===== src/rtl/prbs15_pkg.sv =====
// rtl/prbs15_pkg.sv - shared constants, state encoding and LFSR step for the PRBS15 checker
package prbs15_pkg;

   localparam int PRBS_W = 15;
   localparam int TAP_HI = 14;
   localparam int TAP_LO = 13;

   typedef enum logic [1:0] {
      ST_SEARCH = 2'd0,
      ST_VERIFY = 2'd1,
      ST_LOCKED = 2'd2
   } prbs_state_e;

   typedef struct packed {
      logic [PRBS_W-1:0] state;
      logic              new_bit;
   } prbs_step_t;

   // One step of the x^15+x^14+1 generator: new bit from the taps, shifted in at bit 0.
   function automatic prbs_step_t prbs15_next(input logic [PRBS_W-1:0] cur);
      prbs_step_t step;
      step.new_bit = cur[TAP_HI] ^ cur[TAP_LO];
      step.state   = {cur[PRBS_W-2:0], step.new_bit};
      return step;
   endfunction

endpackage


===== src/rtl/prbs15_lfsr.sv =====
// rtl/prbs15_lfsr.sv - local 15-bit LFSR loaded from the received or the predicted bit
module prbs15_lfsr
   import prbs15_pkg::*;
(
   input  logic              clk,
   input  logic              rst,
   input  logic              en,
   input  logic              load_pred,
   input  logic              din,
   output logic [PRBS_W-1:0] r,
   output logic              p
);

   logic [PRBS_W-1:0] r_q;
   logic [PRBS_W-1:0] r_d;
   prbs_step_t        step;

   // Next register value: free-run on the prediction when locked, otherwise follow the line.
   always_comb begin
      step = prbs15_next(r_q);
      r_d  = r_q;
      if (en) begin
         if (load_pred) begin
            r_d = step.state;
         end else begin
            r_d = {r_q[PRBS_W-2:0], din};
         end
      end
   end

   // Register update with synchronous reset to the all-zero state.
   always_ff @(posedge clk) begin
      if (rst) begin
         r_q <= '0;
      end else begin
         r_q <= r_d;
      end
   end

   assign r = r_q;
   assign p = step.new_bit;

endmodule


===== config.mk =====
export PLATFORM = sky130hd
export DESIGN_NAME = prbs15_lfsr
export DESIGN_NICKNAME = d
export VERILOG_FILES = /design/src/rtl/prbs15_pkg.sv /design/src/rtl/prbs15_lfsr.sv
export SDC_FILE = /design/constraint.sdc
export NUM_CORES = 1
export LEC_CHECK = 0
export CAP_MARGIN = 20
export CELL_PAD_IN_SITES_DETAIL_PLACEMENT = 0
export CELL_PAD_IN_SITES_GLOBAL_PLACEMENT = 1
export CORE_MARGIN = 8
export CORE_UTILIZATION = 33
export DETAILED_ROUTE_END_ITERATION = 8
export PLACE_DENSITY = 0.83
export SYNTH_ARGS = -nofsm -noshare
export SYNTH_HDL_FRONTEND = slang
export SYNTH_SLANG_ARGS = --single-unit

===== constraint.sdc =====
create_clock -name clk -period 1.34 [get_ports clk]
set_input_delay 0.268 -clock clk [delete_from_list [all_inputs] [get_ports clk]]
set_output_delay 0.268 -clock clk [all_outputs]
set_load 0.05 [all_outputs]

[Word-level counts from Yosys, hierarchy flattened]
Cells that the tools add are included.
Operators by class
  reductions and logical operators: 0
  multipliers: 0
  add/subtract/negate cells: 0
  div/mod/pow operators: 0
  eq/ne operators: 0
  muxes and demuxes: 1
  bitwise operators: 1
  shifts and indexed selects: 0
  order comparisons: 0
Operators with widths (number)
  1-bit 2-to-1 mux: 1
  1-bit XOR: 1
Word-level totals
  bits of input ports: 5
  latch bits: 0
  bits in writable memories: 0
  memories kept: 0
  output and inout bits: 16
  ROM bits: 0
  register bits after elaboration: 15

[Longest topological paths before layout]
  depth after elaboration: 2
  gate-level depth with buffers: 4
  gate-level depth less buffers: 2

[Worst setup path before layout]
Ideal clock, no wire load.
  path type: register to register
  from: reg r_q[13] (netlist: r[13])
  to: reg r_q[0] (netlist: r[0])
  path buffers: 0
  setup time: 0.063 ns
  setup slack: -0.503 ns
  arrival: 1.780 ns
  cell stages (with the launch flop): 3
  clock period less this slack: 1.843 ns
  path through: dfxtp_1 > xor2_1 > a311o_1
On the way
  longest elaborated chain between the ends: 2
RTL lines
  from (decl): line prbs15_lfsr.sv:14  | logic [PRBS_W-1:0] r_q;
  from (signal assigned): line prbs15_lfsr.sv:36  | r_q <= r_d;
  1-bit XOR: line prbs15_pkg.sv:22  | step.new_bit = cur[TAP_HI] ^ cur[TAP_LO];
  via p: line prbs15_lfsr.sv:11  | output logic p
  1-bit 2-to-1 mux: line prbs15_lfsr.sv:23  | if (load_pred) begin
The timed path passes the listed nets, and every way through them passes these cells.
A chain may end at the register's enable or synchronous reset.

[Worst setup path in the final report]
  from: reg r_q[13] (netlist: r[13])
  to: out p
On the way
  longest elaborated chain between the ends: 1
RTL lines (line)
  1-bit XOR: prbs15_pkg.sv:22
  to (decl): prbs15_lfsr.sv:11
No other way between the ends.

==> results.md <==
* Outcome: completed
* Post-Place Worst Slack at -99.3 ps
* Slew Limit Fails at 0
* Aggregate routed wire length at 1200 microns
* Post-synth EDFFs at 0
* Total track usage at 0.0777
* DR pass1 iterations at 4
* GPL Wtd Cong at 0.708
* Initial core utilization at 0.340
* Fin nets at 84
* Crit path DAT at 1010 ps
* DR vias at 449
* Worst min-delay path startpoint: r[1]
* Cell taking the most area after synthesis: dfxtp_1
* Final period util at 0.953
* Setup TNS at 0 ps
* Final ANT Viol Nets at 0
* # IOs at 21
* Worst hold path type: flop to flop
* CP max-delay cell: dfxtp_4
* Row count at 15
* Final worst slack at 63.6 ps
* Unrepaired setup endpoints after global routing: no
* Yosys cell types at 11
* Via count of the first global-routing pass at 451
* Synth top area cells: dfxtp_1 52%, mux2i_1 24%, nor2_1 9.2%
* Async SR Flop Fraction at 0
* Drt drc at 0
* Largest net degree at the start of global routing at 11
* Crit path buffers/inverters at 1
* Fraction of post-synthesis cell area in the top cell type by area at 0.523
* Crit-path max FO at 4
* CP cell instances: xor2_4 > buf_12
* Max FFs per register at 15
* Non-filler cells, final at 95
* Share of cells above drive strength 1 at 0.372
* CTS max path bufs at 2
* Global route overflow at 0
* DR WL/cell at 12.6 microns
* Max-Cap Viols at 0
* Vias/cell at 4.73
* Crit path required time at 1070 ps
* Post-layout min period at 1280 ps
* DP HPWL at 945 microns
* Final Skew at 8.15 ps
* Worst-skew pair later-pin latency at 280 ps
* Clk sinks at 15
* Startpoint Class: flop
* Port Buf Inserts at 20
* Pwr Density at 750 mW/mm^2
* Top FF cell, synth: dfxtp_1
* # H-tree levels at 1
* Seq/Total Area, Yosys at 0.523
* Hold Fails Final Rpt at 0
* Most frequent cell after synthesis: dfxtp_1
* Synth Instances at 52
* # placed instances at 89
* Maximum vdd ir drop at 527 uV
* Ys Warns at 0
* Worst Setup SP: r[13]
* Commonest cells post-synth: 15 x dfxtp_1, 14 x mux2i_1, 14 x nor2_1
* F_max at 0.783 GHz
* Rel. slew slack at 0.895
* First-pass GRT wire length at 2050 microns
* Clock transition at path regs at 90 ps
* Clk root buf: clkbuf_4
* Synthesized area per cell at 11.0 sq um
* Syn Std Cell Area at 574 sq um
* Leakage at 0.444 nW
* Post-Syn Nets at 57
* R2r startpoint: r[13]
* Area delta synth->final at 77.6%
* CTS tree: done
* N_diodes at 0
* Die area at 0.00333 sq mm
* Number of hold buffers added after cts at 0
* Pin slew with the least headroom to its limit at 153 ps
* Num CTS Buffers at 3
* Setup-failing EPs final at 0
* Iter 0 DRT Violations at 5
* Final Util at 0.604
* Setup CP Type: flop to output pin
* Initial antenna violation count at 0
* Fin Hold WS at 565 ps
* Slowest stage delay, CP at 380 ps
* Cell family with most CP delay: flip-flops
* Seq cells post-synth at 15
* Die W at 57.7 microns
* R2R setup slack at 360 ps
* Critical Path Sink Type: output pin
* Total core area at 0.00169 sq mm
* Die height at 57.7 microns
==> cell usage in the layout (no fill, tap or decap) <==
cell / instances
and2b_1: 1
mux2i_1: 14
dfxtp_1: 13
clkinv_2: 1
buf_4: 6
a311o_1: 1
clkbuf_4: 3
nor3b_1: 1
buf_12: 16
xor2_4: 1
clkdlybuf4s50_1: 4
dfxtp_4: 2
and4bb_1: 1
nor2_1: 14
==> final timing paths <==
| check | endpoint | cells after the start |
|---|---|---|
| max | p | 2 |
| min | r[2] | 2 |
| max reg2reg | r[0] | 2 |
| min reg2reg | r[2] | 2 |
==> metrics by stage <==
| stage | instance area, sq um | power, W |
|---|---|---|
| 2_1_floorplan | 596 | 0.000504 |
| 6_report | 1020 | 0.000765 |
| 4_1_cts | 1000 | 0.000777 |
| 3_3_place_gp | 972 | 0.000529 |
| 3_5_place_dp | 972 | 0.000530 |
| 5_1_grt | 1020 | 0.000808 |
==> worst reg2reg max path: cells and delay by family, from the launching register on <==
kind	cells	cell delay [ps]
AO/OA/AOI/OAI	1	300
XOR/XNOR	1	190
flip-flops	1	380
==> report_power, final <==
group          switching, W  internal, W
clock network      0.000139     0.000110
registers        0.00000278     0.000444
logic             0.0000309    0.0000377
==> cells by family after synthesis <==
family | count (synthesis) | synth area share
AND/OR/NAND/NOR | 17 | 0.139
flip-flops | 15 | 0.523
multiplexers | 14 | 0.244
buffers and inverters | 4 | 0.0610
AO/OA/AOI/OAI | 1 | 0.0174
XOR/XNOR | 1 | 0.0153
==> layout make-up <==
class                           count  area [sq um]
Multi-Input combinational cell     33           258
Timing Repair Buffer               26           405
Clock inverter                      1          5.00
Sequential cell                    15           308
Tap cell                           17          21.3
Clock buffer                        3          22.5
Fill cell                         133           669
==> timing repair <==
action | 4_1_cts | 5_1_grt
setup endpoints to repair | 1 | 1
setup buffers | 0 | 2
gates resized for setup | 1 | 1
pin swaps | 0 | 1
cloned | 0 | 0
==> layer usage <==
layer,part of all wire,global-route usage,up-vias
met5,0,0,-
met4,0.012,0.0420,0
met3,0.049,0.0287,2
met2,0.52,0.129,13
met1,0.42,0.0842,207
li1,-,-,227
Power figures use the tool's default switching activity.
